File: src/rtl/avg_seq_ctrl.sv
// avg_seq_ctrl
//   Sequencer for a shared averaging datapath. It takes NUM_SAMPLES samples
//   through a valid/ready handshake and adds each one into a single
//   accumulator. It then shifts the sum right SHIFT_STEPS times, one pass per
//   cycle. The low DATAWIDTH bits of the accumulator are offered on a
//   valid/ready output.
//
// Ports
//   Clk        clock, rising edge
//   Rst        asynchronous reset, active low
//   abort      synchronous frame discard, active high, overrides everything
//   in_data    unsigned sample
//   in_valid   sample present
//   in_ready   sample accepted this cycle (only in ACCUM)
//   sh_amt     per-pass shift amount, captured on the last sample beat
//   out_avg    registered result (low bits of the accumulator)
//   out_valid  result present (DONE state)
//   out_ready  consumer takes the result
//   busy       a frame is in progress
module avg_seq_ctrl #(
  parameter int DATAWIDTH   = 16,
  parameter int ACCWIDTH    = 32,
  parameter int NUM_SAMPLES = 8,
  parameter int SHIFT_STEPS = 3
) (
  input  logic                 Clk,
  input  logic                 Rst,
  input  logic                 abort,
  input  logic [DATAWIDTH-1:0] in_data,
  input  logic                 in_valid,
  output logic                 in_ready,
  input  logic [7:0]           sh_amt,
  output logic [DATAWIDTH-1:0] out_avg,
  output logic                 out_valid,
  input  logic                 out_ready,
  output logic                 busy
);

  localparam int CNT_W  = $clog2(NUM_SAMPLES);
  localparam int STEP_W = (SHIFT_STEPS > 1) ? $clog2(SHIFT_STEPS) : 1;

  localparam logic [CNT_W-1:0]  CNT_LAST  = CNT_W'(NUM_SAMPLES - 1);
  localparam logic [STEP_W-1:0] STEP_LAST = STEP_W'(SHIFT_STEPS - 1);

  localparam logic [1:0] ST_ACCUM = 2'd0;
  localparam logic [1:0] ST_SHIFT = 2'd1;
  localparam logic [1:0] ST_DONE  = 2'd2;

  logic [1:0]          state_q,  state_d;
  logic [ACCWIDTH-1:0] acc_q,    acc_d;
  logic [CNT_W-1:0]    cnt_q,    cnt_d;
  logic [STEP_W-1:0]   step_q,   step_d;
  logic [7:0]          sh_reg_q, sh_reg_d;
  logic                beat;

  // Logical right shift. Amounts at or beyond the accumulator width flush
  // to zero explicitly, so the result does not depend on how the tool treats
  // oversize shifts.
  function automatic logic [ACCWIDTH-1:0] shr_flush(
    input logic [ACCWIDTH-1:0] v,
    input logic [7:0]          amt
  );
    logic [ACCWIDTH-1:0] r;
    if (32'(amt) >= 32'(ACCWIDTH)) r = '0;
    else                           r = v >> amt;
    return r;
  endfunction

  always_comb begin
    state_d  = state_q;
    acc_d    = acc_q;
    cnt_d    = cnt_q;
    step_d   = step_q;
    sh_reg_d = sh_reg_q;

    in_ready  = (state_q == ST_ACCUM);
    out_valid = (state_q == ST_DONE);
    beat      = in_valid & in_ready;

    if (abort) begin
      // A discarded frame leaves nothing behind. A same-cycle input beat is
      // dropped. A same-cycle output handshake still counts for the consumer.
      acc_d   = '0;
      cnt_d   = '0;
      step_d  = '0;
      state_d = ST_ACCUM;
    end else begin
      case (state_q)
        ST_ACCUM: begin
          if (beat) begin
            acc_d = acc_q + ACCWIDTH'(in_data);
            if (cnt_q == CNT_LAST) begin
              cnt_d    = '0;
              step_d   = '0;
              sh_reg_d = sh_amt;
              state_d  = ST_SHIFT;
            end else begin
              cnt_d = cnt_q + 1'b1;
            end
          end
        end
        ST_SHIFT: begin
          acc_d = shr_flush(acc_q, sh_reg_q);
          if (step_q == STEP_LAST) begin
            step_d  = '0;
            state_d = ST_DONE;
          end else begin
            step_d = step_q + 1'b1;
          end
        end
        ST_DONE: begin
          if (out_ready) begin
            acc_d   = '0;
            state_d = ST_ACCUM;
          end
        end
        default: state_d = ST_ACCUM;
      endcase
    end
  end

  always_ff @(posedge Clk or negedge Rst) begin
    if (!Rst) begin
      state_q  <= ST_ACCUM;
      acc_q    <= '0;
      cnt_q    <= '0;
      step_q   <= '0;
      sh_reg_q <= '0;
    end else begin
      state_q  <= state_d;
      acc_q    <= acc_d;
      cnt_q    <= cnt_d;
      step_q   <= step_d;
      sh_reg_q <= sh_reg_d;
    end
  end

  // The accumulator is the result register. It holds still in DONE.
  assign out_avg = acc_q[DATAWIDTH-1:0];
  assign busy    = (cnt_q != '0) || (state_q != ST_ACCUM);

endmodule
File: config.mk
export PLATFORM = sky130hd
export DESIGN_NAME = avg_seq_ctrl
export DESIGN_NICKNAME = d
export VERILOG_FILES = /design/src/rtl/avg_seq_ctrl.sv
export SDC_FILE = /design/constraint.sdc
export NUM_CORES = 1
export LEC_CHECK = 0
export BUFFER_PORTS_ARGS = -buffer_cell sky130_fd_sc_hd__buf_2
export CORE_UTILIZATION = 35
export DETAILED_ROUTE_END_ITERATION = 16
export GPL_TIMING_DRIVEN = 0
export PLACE_DENSITY_LB_ADDON = 0.05
export SKIP_CTS_REPAIR_TIMING = 1
export SLEW_MARGIN = 5
export SYNTH_ARGS = -nofsm -noshare
export SYNTH_HDL_FRONTEND = slang
export SYNTH_SLANG_ARGS = --single-unit
File: constraint.sdc
create_clock -name Clk -period 2.63 [get_ports Clk]
set_clock_uncertainty 0.15 [all_clocks]
set_input_delay 0.526 -clock Clk [delete_from_list [all_inputs] [get_ports Clk]]
set_output_delay 0.526 -clock Clk [all_outputs]
set_load 0.02 [all_outputs]
---- Word level (Yosys, flattened, before mapping) ----
Index checks and enable logic that the tools add are counted.
word-level totals
  register bits ........................... 47
  output and inout port bits .............. 19
  logic and storage cells ................. 53
cells by class
  add/sub/neg operators ................... 3
  magnitude comparators ................... 1
  equal/unequal tests ..................... 8
  shift operators ......................... 1
  multiplexer cells ....................... 20
  bitwise operators ....................... 2
  reductions and logical operators ........ 13
operators with widths
  operator             number
  $mux 32              4
  $pmux 32 s3          1
  $add 32x16->32       1
  $shr 32x8->32        1
  $mux 2               9
  $mux 3               4
  $ne 3x2->1 const B   3
  $ge 8x6->1 const B   1
  $reduce_and 4->1     2
  $pmux 2 s3           1
  $reduce_and 3->1     2
  $reduce_bool 2->1    3
  $reduce_bool 3->1    2
  $eq 2x2->1 const B   2
  $pmux 2 s2           1
  $reduce_bool 4->1    1
  $add 3x1->3 const B  1
  $eq 3x3->1 const B   1
  $ne 3x3->1 const B   1
  $add 2x1->2 const B  1
  $eq 2x1->1 const B   1
  $logic_not 2->1      1
  $reduce_and 2->1     1
  $and 1x1->1          1
  other kinds (2)      2

---- Depth between registers and ports, before layout ----
Gate-level depths: netlist (run 1).
  depth after elaboration ................. 5
  gate-level depth with buffers ........... 12
  mapped depth without buffers ............ 11

---- Worst setup path before layout (run 1) ----
OpenSTA, ideal clock, no wires.
  kind .................................... input port to flip-flop
  start point ............................. in in_data[0]
  end point ............................... reg acc_q[26]
  setup time .............................. 0.124 ns
  arrival time ............................ 2.543 ns
  data required time ...................... 2.356 ns
  setup slack ............................. -0.187 ns
  stages .................................. 12
  buffers on the path ..................... 1
  cells stage by stage .................... ha_1 > inv_1 > fa_1 > nor2b_1 > o31a_1 > o31ai_1 > a21oi_1 > a221o_1 > buf_2 > nand4_1 > a21o_1 > a211o_1
on the way
  word-level cells in the longest chain between the ends .. 4
ends and longest elaborated chain
  item                    RTL line  RTL
  start: declaration      29        input logic [DATAWIDTH-1:0] in_data,
  $add 32x16->32          91        acc_d = acc_q + ACCWIDTH'(in_data);
  $mux 32                 90        if (beat) begin
  $pmux 32 s3             88        case (state_q)
  $mux 32                 80        if (abort) begin
  end signal: assignment  125       acc_q <= '0;
  end signal: assignment  131       acc_q <= acc_d;
  end: declaration        50        logic [ACCWIDTH-1:0] acc_q, acc_d;
No other way between the ends. The select of a mux whose other input is x is not followed.
A chain may end at the register's enable or synchronous reset.

---- Worst setup path in the final report (run 1) ----
  start point ............................. reg acc_q[1]
  end point ............................... reg acc_q[19]
on the way
  word-level cells in the longest chain between the ends .. 4
  elaborated cells on any way between the ends .. 6
ends and longest elaborated chain
  item                                                    RTL line
  $add 32x16->32 / $shr 32x8->32 (equally long branches)  91, 65
  $mux 32, on equally long branches                       90, 64
  $pmux 32 s3 *                                           88
  $mux 32 *                                               80
Mark *: on every way between the ends. The rest lies on a longest branch, timed or not. The select of a mux whose other input is x is not followed.

==> flow_metrics.py, run 1 <==
metrics = {
    "run_status": {
        "outcome": "complete, but fails checks",
        "violations": "negative setup slack",
    },
    "global_route": {
        "grt.met3_usage_pct": 4.746,
        "grt_pass1_vias": 4913,
        "grt_max_degree": 48,
        "grt.busiest_layer": "met2",
        "grt_first_pass_wirelength_um": 29730,
        "antenna_found_initial": 0,
        "use_met2_pct": 42.21,
        "use_met1_pct": 38.69,
        "track_usage_pct": 27.39,
        "grt_overflow": 0,
    },
    "clocking": {
        "numCtsBuffers": 5,
        "h-tree-depth": 2,
        "clock-sinks": 47,
        "cts_max_path_buffers": 2,
        "cts_root_buffer": "clkbuf_16",
        "cts_tree": "done",
        "clkTransAtPathRegs_ns": 0.07,
        "clkLatencyLatePin_ns": 0.30,
    },
    "detailed_routing": {
        "vias": 5261,
        "drtPass1Iterations": 5,
        "drt-initial-drc-count": 345,
        "drc": 0,
        "drt_wl_total_um": 20130,
        "drtAntennaViolNets": 0,
        "wl_per_cell_um": 23.24,
        "vias_per_cell": 6.075,
    },
    "sta": {
        "rsz0062_at_grt": "yes",
        "worst_pin_slew_ns": 1.164,
        "fin_crit_sh_pct": 107.7,
        "setup_violations": 14,
        "drv_slew": 0,
        "whs_ns": 0.3070,
        "setup_slack_ns": -0.2013,
        "hold_viol_final": 0,
        "period_needed_ns": 2.831,
        "max_freq_mhz": 353.2,
        "max-slew-margin-rel_pct": 22.38,
    },
    "placement": {
        "place_ws_ns": -0.9410,
        "post_dp_cell_area_um2": 5507,
        "place_congestion": 0.9428,
        "io_buffers": 47,
        "dp_hpwl_um": 15060,
    },
    "finish": {
        "final_cell_area_um2": 6175,
        "fillCellCount": 1394,
        "finish.net_count": 738,
        "seq_area_um2": 1185,
        "diodes": 0,
        "multiInputGateArea_um2": 3847,
        "utilization_pct": 44.48,
        "drive_gt1_share_pct": 31.20,
        "area_growth_pct": 24.31,
    },
    "setup_path": {
        "cpPeakStageDelay_ns": 0.45,
        "cpLargestDelayFamily": "compound AO/OA/AOI/OAI gates",
        "path_buf_inv": 0,
        "start_kind": "flop",
        "end_kind": "flop",
        "cp.arrival_ns": 2.87,
        "critPathSlowestCell": "dfrtp_2",
        "crit_required_ns": 2.67,
        "critPathMaxFanout": 7,
        "crit_type": "flop to flop",
        "crit_chain": "ha_4 > a211oi_2 > o21a_1 > nor2_2 > a221o_2 > a211oi_4 > o31ai_4 > and4b_1 > a211o_1",
    },
    "yosys": {
        "synth-edff-count": 0,
        "synth_warnings": 0,
        "syn_avg_cell_area_um2": 8.038,
        "synth_fp_nets": 671,
        "ys_types": 65,
        "synth.yosys.seq_area_share_pct": 23.68,
        "ys_ff_latch": 47,
        "synthCells": 618,
        "synth.most_common_cell": "nand2_1",
        "synth_area_um2": 4967,
        "synth_top_cell_by_area": "dfrtp_1",
        "synth_ff_type": "dfrtp_1",
        "synthArstFlopShare_pct": 100.0,
        "synthTopCellsByArea": "dfrtp_1, ha_1, mux4_2",
        "ys_top_cells_by_count": "nand2_1, nor2_1, dfrtp_1",
        "synth_top_cell_area_share_pct": 23.68,
    },
    "power": {
        "p_total_uw": 2564,
        "vdd_drop_max_v": 0.0002475,
        "p_leak_uw": 0.002539,
        "powerDensity_nw_per_um2": 415.2,
    },
    "floorplan": {
        "io-pin-count": 48,
        "dieArea_um2": 14670,
        "rows": 43,
        "initial_core_util_pct": 35.79,
        "core_um2": 13880,
        "dieHeight_um": 121.1,
        "fp.dieW_um": 121.1,
    },
    "min_path": {
        "worst_hold_path_type": "primary input to async pin",
    },
    "job": {
        "maxCapViolCount": 0,
    },
}
## placed cells by master (no fill, tap or decap), types with 4 or more instances in the layout
cell type / count
nand2_1: 67
nor2_1: 49
buf_2: 47
o21ai_0: 41
dfrtp_1: 40
a21oi_1: 39
buf_4: 34
nand3_1: 27
mux2_2: 21
mux2i_1: 19
inv_1: 14
clkbuf_1: 14
nor3_1: 12
mux4_2: 12
ha_1: 12
a22oi_1: 9
clkbuf_2: 8
o22ai_1: 8
a21o_1: 8
ha_4: 8
nand4_1: 7
and3_1: 7
xnor2_1: 7
dfrtp_2: 7
clkbuf_4: 6
mux2i_2: 6
o211ai_1: 6
a211oi_1: 6
nand2b_1: 5
o21ai_1: 5
a221oi_1: 5
o221ai_1: 5
xor2_1: 5
a31oi_1: 5
clkbuf_16: 5
a221o_1: 4
and2_1: 4
## through the flow
step | setup TNS, ns | instances
2_1_floorplan | -0.4811 | 618
3_3_place_gp | -21.69 | 845
3_5_place_dp | -21.80 | 845
4_1_cts | -21.82 | 853
5_1_grt | -3.195 | 866
6_report | -1.516 | 866
## area by class of cell
class                   instances  share of cell area [%]
multi-input cells             499                   62.31
flip-flops and latches         47                   19.19
repair buffers                 64                   5.876
plain buffers                  50                   5.147
well taps                     180                   3.647
clock buffers                   5                   2.026
inverters                      18                   1.094
clock inverters                 3                  0.7092
## logic make-up (layout without fill, tap and decap cells)
| logic type | Yosys count | after routing | share of synthesized area [%] |
|---|---|---|---|
| adders and majority gates | 24 | 24 | 6.197 |
| xor gates and xnor gates | 12 | 12 | 2.116 |
| buffers and inverters | 72 | 140 | 6.851 |
| AOI/OAI and AO/OA | 188 | 188 | 25.06 |
| and+or+nand+nor | 216 | 216 | 20.65 |
| DFF | 47 | 47 | 23.68 |
| muxes | 59 | 59 | 15.44 |
## power breakdown
group / switching [uW] / internal, uW
registers: 74.0 / 764
clock network: 321 / 450
logic: 528 / 427
total: 922 / 1640
## per-layer routing
| metal | part of all wire, % | routed length (um) |
|---|---|---|
| met5 | 0 | 0 |
| met4 | 2.2 | 444 |
| met3 | 5.7 | 1156 |
| met2 | 45 | 8962 |
| met1 | 48 | 9563 |
## flip-flops by register name (all words and copies together), names as in the netlist
signal,count
state_q,2
sh_reg_q,8
acc_q,32
cnt_q,3
step_q,2
## path summary, 6_finish.rpt
kind	slack, ns	end	depth (start not counted)	startpoint
min reg2reg	0.41	cnt_q[2]	2	cnt_q[2]
min	0.31	acc_q[5]	1	Rst
max reg2reg	-0.20	acc_q[19]	9	acc_q[1]
max	-0.20	acc_q[19]	9	acc_q[1]
max in group asynchronous	1.24	acc_q[2]	1	Rst
min in group Clk	0.31	sh_reg_q[6]	2	sh_amt[6]
No activity file was read; power rests on OpenSTA's default activity.
==> inputs of run 2 (changes only) <==
--- a/config.mk
+++ b/config.mk
@@ -6,6 +6,7 @@
 export NUM_CORES = 1
 export LEC_CHECK = 0
 export BUFFER_PORTS_ARGS = -buffer_cell sky130_fd_sc_hd__buf_2
+export CORE_ASPECT_RATIO = 0.6
 export CORE_UTILIZATION = 35
 export DETAILED_ROUTE_END_ITERATION = 16
 export GPL_TIMING_DRIVEN = 0
==> run 2 against run 1 <==
The run still ends with negative setup slack left. Critical path type unchanged. Cell area is 1.2% higher. Wire length up 6.0%. Cell count up 1.6%. Flip-flop and latch count is the same. Global-route usage is 2.4 points higher. Clock power rose by 2%. Critical endpoint is now acc_q[13]. Worst hold slack lost 0.0051 ns. Sequential share of layout area down 0.25 points. First-iteration DRC count grew 92%. Sequential power is essentially flat. Combinational power grew 7%. Non-clock buffer count increased by 2.
==> flow_metrics.py, run 2 (synthesis gave the netlist of run 1 again) <==
metrics = {
    "setup_path": {
        "reg2reg_slack_ns": -0.29,
        "critPathMaxFanout": 4,
        "crit_required_ns": 2.67,
        "end_kind": "flop",
        "reg2reg_to": "acc_q[13]",
        "r2r-start": "acc_q[0]",
        "crit_type": "flop to flop",
        "start_kind": "flop",
        "cp.arrival_ns": 2.96,
        "reg2regPathDepth": 10,
    },
    "placement": {
        "io_buffers": 47,
        "dp_hpwl_um": 16140,
        "place_congestion": 0.9670,
        "place_ws_ns": -0.8982,
    },
    "sta": {
        "worst_pin_slew_ns": 1.155,
        "setup_violations": 18,
        "period_needed_ns": 2.917,
        "drv_slew": 0,
        "fin_crit_sh_pct": 110.9,
        "max_freq_mhz": 342.8,
        "hold_viol_final": 0,
        "setup_slack_ns": -0.2870,
        "max-slew-margin-rel_pct": 23.03,
        "rsz0062_at_grt": "yes",
    },
    "floorplan": {
        "io-pin-count": 48,
        "core_um2": 13750,
        "initial_core_util_pct": 36.13,
        "dieHeight_um": 94.28,
        "dieArea_um2": 14690,
        "rows": 33,
        "fp.dieW_um": 155.8,
    },
    "power": {
        "vdd_drop_max_v": 0.0002240,
        "p_sw_share_pct": 36.66,
        "p_sw_uw": 969.6,
        "p_leak_uw": 0.002590,
        "internal-power_uw": 1675,
        "powerDensity_nw_per_um2": 423.2,
        "seq_power_share_pct": 31.8,
        "combPwrFrac_pct": 38.4,
        "p_total_uw": 2645,
        "p_clk_share_pct": 29.7,
    },
    "clocking": {
        "cts_max_path_buffers": 2,
        "clock-sinks": 47,
        "clkLatencyLatePin_ns": 0.30,
        "clkTransAtPathRegs_ns": 0.07,
        "h-tree-depth": 2,
        "cts_tree": "done",
        "cts_root_buffer": "clkbuf_16",
        "numCtsBuffers": 5,
    },
    "detailed_routing": {
        "drtPass1Iterations": 6,
        "drt-initial-drc-count": 661,
        "wl_per_cell_um": 24.24,
        "drt_wl_total_um": 21330,
        "vias_per_cell": 6.074,
        "drtAntennaViolNets": 0,
        "vias": 5345,
        "drc": 0,
    },
    "run_status": {
        "outcome": "complete, but fails checks",
        "violations": "negative setup slack",
    },
    "finish": {
        "fillCellCount": 1392,
        "top_regs": "acc_q x32, sh_reg_q x8, cnt_q x3",
        "most-common-layout-cells": "nand2_1, nor2_1, buf_2",
        "utilization_pct": 45.45,
        "top_register": "acc_q",
        "largest_register_ffs": 32,
        "finish.net_count": 740,
        "diodes": 0,
        "area_growth_pct": 25.82,
        "drive_gt1_share_pct": 32.27,
        "layout_commonest_cell": "nand2_1",
    },
    "global_route": {
        "antenna_found_initial": 0,
        "grt_first_pass_wirelength_um": 31600,
        "grt_max_degree": 48,
        "grt_overflow": 0,
        "grt_pass1_vias": 4893,
        "track_usage_pct": 29.77,
    },
    "min_path": {
        "worst_hold_path_type": "primary input to async pin",
    },
    "job": {
        "maxCapViolCount": 0,
    },
}
[run 2: cell count changes in the layout (fill, tap and decap cells not counted), sizes merged]
cell    previous run  this run
inv               17        18
clkinv             3         2
clkbuf            33        30
buf               86        91
[run 2: how the worst max path moves through the flow]
| stage | from | to | slack (ns) | cells past startpoint |
|---|---|---|---|---|
| after global routing | acc_q[0] | acc_q[22] | -0.42 | 13 |
| after CTS | state_q[0] | acc_q[10] | -0.91 | 11 |
| final | acc_q[0] | acc_q[13] | -0.29 | 10 |
| after detailed placement | in_data[0] | acc_q[22] | -0.90 | 13 |
| after global placement | state_q[0] | acc_q[10] | -0.99 | 11 |
| after floorplan | in_data[0] | acc_q[22] | -0.18 | 12 |
[run 2: worst max-delay path, cell delays in order (launching register included)]
cell and delay [ns]:
dfrtp_2 0.44, ha_4 0.17, buf_4 0.13, a211oi_2 0.26
o21a_1 0.21, nor2_2 0.07, a221o_2 0.49, a211oi_4 0.34
o21bai_4 0.19, xnor2_2 0.07, a221o_1 0.29
[run 2: final cells by class]
type	instances	area, um2	share of cell area (%)
tap	192	240.2	3.844
buffer	50	322.8	5.165
clock inverter	3	47.55	0.7608
sequential	47	1184	18.94
clock buffer	5	125.1	2.002
timing repair buffer	66	397.9	6.366
multi-input combinational	499	3865	61.84
inverter	18	67.56	1.081
[run 2: routing by layer]
metal	GRT usage [%]	vias to the layer above	share of wire (%)
li1	-	2440	-
met1	48.31	2592	49
met2	37.39	291	37
met3	6.734	22	12
met4	6.944	0	1.2
met5	0	-	0
[run 2: power groups by stage]
stage,clock (uW),combinational (uW),sequential [uW]
6_report,787,1020,841
5_1_grt,835,1100,848
4_1_cts,801,851,839
3_5_place_dp,0,845,853
3_3_place_gp,0,849,850
2_1_floorplan,0,611,819
[run 2: per-stage QoR]
stage          hold slack, ns  area (um2)  std cells  TNS, ns
6_report               0.3019        6250        880   -3.803
4_1_cts                0.3078        5694        865   -22.02
3_5_place_dp           0.3921        5522        857   -22.21
2_1_floorplan         0.08041        5046        618  -0.4811
5_1_grt                0.3045        6250        880   -5.705
3_3_place_gp           0.3758        5522        857   -22.29
==> inputs of run 3 (changes only) <==
--- a/config.mk
+++ b/config.mk
@@ -11,6 +11,7 @@
 export DETAILED_ROUTE_END_ITERATION = 16
 export GPL_TIMING_DRIVEN = 0
 export PLACE_DENSITY_LB_ADDON = 0.05
+export RECOVER_POWER = 100
 export SKIP_CTS_REPAIR_TIMING = 1
 export SLEW_MARGIN = 5
 export SYNTH_ARGS = -nofsm -noshare
==> constraint.sdc (replaced) <==
create_clock -name Clk -period 2.63 [get_ports Clk]
set_clock_uncertainty 0.15 [all_clocks]
set_input_delay 0.526 -clock Clk [delete_from_list [all_inputs] [get_ports Clk]]
set_output_delay 0.526 -clock Clk [all_outputs]
set_load 0.1 [all_outputs]
==> run 3 against run 2 <==
The run still ends with negative setup slack left. Critical endpoint is now acc_q[19]. Worst hold slack worse by 0.00053 ns. Sequential power is 0.6% higher. Critical path type unchanged. Via count is 2.1% higher. Critical path depth stayed put. Power is 6.5% higher. Highest routed layer unchanged. Count of clock-buffer cells in the layout stayed put. Wire length is 0.92% higher. Largest cell class unchanged.
==> flow_metrics.py, run 3 (synthesis gave the netlist of run 1 again) <==
metrics = {
    "finish": {
        "top_register": "acc_q",
        "fillCellCount": 1377,
        "diodes": 0,
        "final_cell_area_um2": 6212,
        "top_regs": "acc_q x32, sh_reg_q x8, cnt_q x3",
        "layout_commonest_cell": "nand2_1",
        "largest_register_ffs": 32,
        "area_growth_pct": 25.06,
        "drive_gt1_share_pct": 30.57,
        "most-common-layout-cells": "nand2_1, nor2_1, dfrtp_1",
        "finish.net_count": 739,
    },
    "clocking": {
        "h-tree-depth": 2,
        "clock-sinks": 47,
        "clkLatencyLatePin_ns": 0.30,
        "cts_root_buffer": "clkbuf_16",
        "clkTransAtPathRegs_ns": 0.08,
        "cts_max_path_buffers": 2,
        "cts_tree": "done",
        "numCtsBuffers": 5,
    },
    "run_status": {
        "violations": "negative setup slack",
        "outcome": "complete, but fails checks",
    },
    "placement": {
        "dp_hpwl_um": 16250,
        "post_dp_cell_area_um2": 5537,
        "io_buffers": 47,
        "place_congestion": 1.059,
    },
    "detailed_routing": {
        "wl_per_cell_um": 24.49,
        "drt-initial-drc-count": 551,
        "vias_per_cell": 6.210,
        "drtAntennaViolNets": 0,
        "drtPass1Iterations": 8,
        "vias": 5459,
        "drc": 0,
        "drt_wl_total_um": 21530,
    },
    "setup_path": {
        "reg2reg_slack_ns": -0.30,
        "crit_type": "flop to flop",
        "start_kind": "flop",
        "reg2reg_to": "acc_q[19]",
        "r2r-start": "acc_q[0]",
        "reg2regPathDepth": 10,
        "cp.arrival_ns": 2.97,
        "critical_path.startpoint": "acc_q[0]",
        "crit_required_ns": 2.68,
        "end_kind": "flop",
        "critPathMaxFanout": 6,
    },
    "power": {
        "internal-power_uw": 1573,
        "p_total_uw": 2816,
        "p_sw_uw": 1243,
        "seq_power_share_pct": 30.0,
        "powerDensity_nw_per_um2": 453.3,
        "p_clk_share_pct": 25.6,
        "p_leak_uw": 0.002560,
        "p_sw_share_pct": 44.15,
        "vdd_drop_max_v": 0.0002541,
        "combPwrFrac_pct": 44.3,
    },
    "sta": {
        "setup_slack_ns": -0.2971,
        "hold_viol_final": 0,
        "drv_slew": 0,
        "max-slew-margin-rel_pct": 12.91,
        "max_freq_mhz": 341.6,
        "fin_crit_sh_pct": 111.3,
        "setup_violations": 19,
        "worst_pin_slew_ns": 1.306,
        "rsz0062_at_grt": "yes",
        "period_needed_ns": 2.927,
    },
    "global_route": {
        "antenna_found_initial": 0,
        "track_usage_pct": 29.57,
        "grt_first_pass_wirelength_um": 31230,
        "grt_max_degree": 48,
        "grt_overflow": 0,
        "grt_pass1_vias": 4930,
    },
    "min_path": {
        "worst_hold_path_type": "primary input to flop",
        "hold_end": "sh_reg_q[6]",
        "min_path_cells": 2,
        "hold_path.startpoint": "sh_amt[6]",
    },
    "floorplan": {
        "dieHeight_um": 94.28,
        "io-pin-count": 48,
        "core_um2": 13750,
        "fp.dieW_um": 155.8,
        "initial_core_util_pct": 36.13,
        "dieArea_um2": 14690,
        "rows": 33,
    },
    "job": {
        "maxCapViolCount": 0,
    },
}
[run 3: cell count changes in the layout (fill, tap and decap cells not counted), sizes merged]
cell    delta
inv        +2
clkinv     -1
bufinv     -1
buf       -23
clkbuf    +22
[run 3: power by group through the flow]
stage               clock network, uW  registers [uW]  logic (uW)
floorplan                           0             819         846
global placement                    0             850        1090
detailed placement                  0             852        1090
CTS                               736             837        1100
global route                      759             853        1320
finish                            722             846        1250
[run 3: final cells by class]
class | count | area [um2] | area share (%)
Sequential cell | 47 | 1181 | 19.01
Clock buffer | 5 | 125.1 | 2.014
Clock inverter | 3 | 31.28 | 0.5035
Buffer | 51 | 334.1 | 5.378
Inverter | 18 | 67.56 | 1.088
Multi-Input combinational cell | 499 | 3846 | 61.91
Tap cell | 192 | 240.2 | 3.867
Timing Repair Buffer | 64 | 386.6 | 6.224
[run 3: worst max-delay path by stage]
stage	endpoint	slack, ns	cells after the start
global route	acc_q[24]	-0.38	11
global placement	acc_q[10]	-0.94	11
detailed placement	acc_q[10]	-0.86	11
finish	acc_q[19]	-0.30	10
floorplan	acc_q[22]	-0.18	12
CTS	acc_q[10]	-0.91	11
[run 3: worst max-delay path, cell delays in order (launching register included)]
cell and delay (ns):
dfrtp_2 0.43, ha_4 0.17, buf_4 0.13, a211oi_2 0.21
o21a_1 0.20, nor2_2 0.07, a221o_2 0.49, a211oi_4 0.33
o31ai_4 0.13, and4b_1 0.23, a211o_1 0.26
[run 3: metal layers]
metal | part of all wire, % | track usage, % | wire length (um) | vias up
met3 | 10 | 7.426 | 2150 | 14
met4 | 0.85 | 4.248 | 182 | 0
met5 | 0 | 0 | 0 | -
met1 | 51 | 46.46 | 10870 | 2718
met2 | 39 | 39.77 | 8321 | 280
li1 | - | - | - | 2447
[run 3: stage by stage]
step | setup TNS (ns) | hold WS [ns] | instances | util (%) | setup WS (ns)
floorplan | -0.4776 | 0.08041 | 618 | - | -0.1765
global placement | -22.69 | 0.3803 | 857 | 40.27 | -0.9427
detailed placement | -22.63 | 0.3908 | 857 | 40.27 | -0.8615
CTS | -22.50 | 0.3025 | 865 | 41.40 | -0.9057
global route | -5.145 | 0.3048 | 879 | 45.18 | -0.3758
finish | -3.304 | 0.3014 | 879 | 45.18 | -0.2971
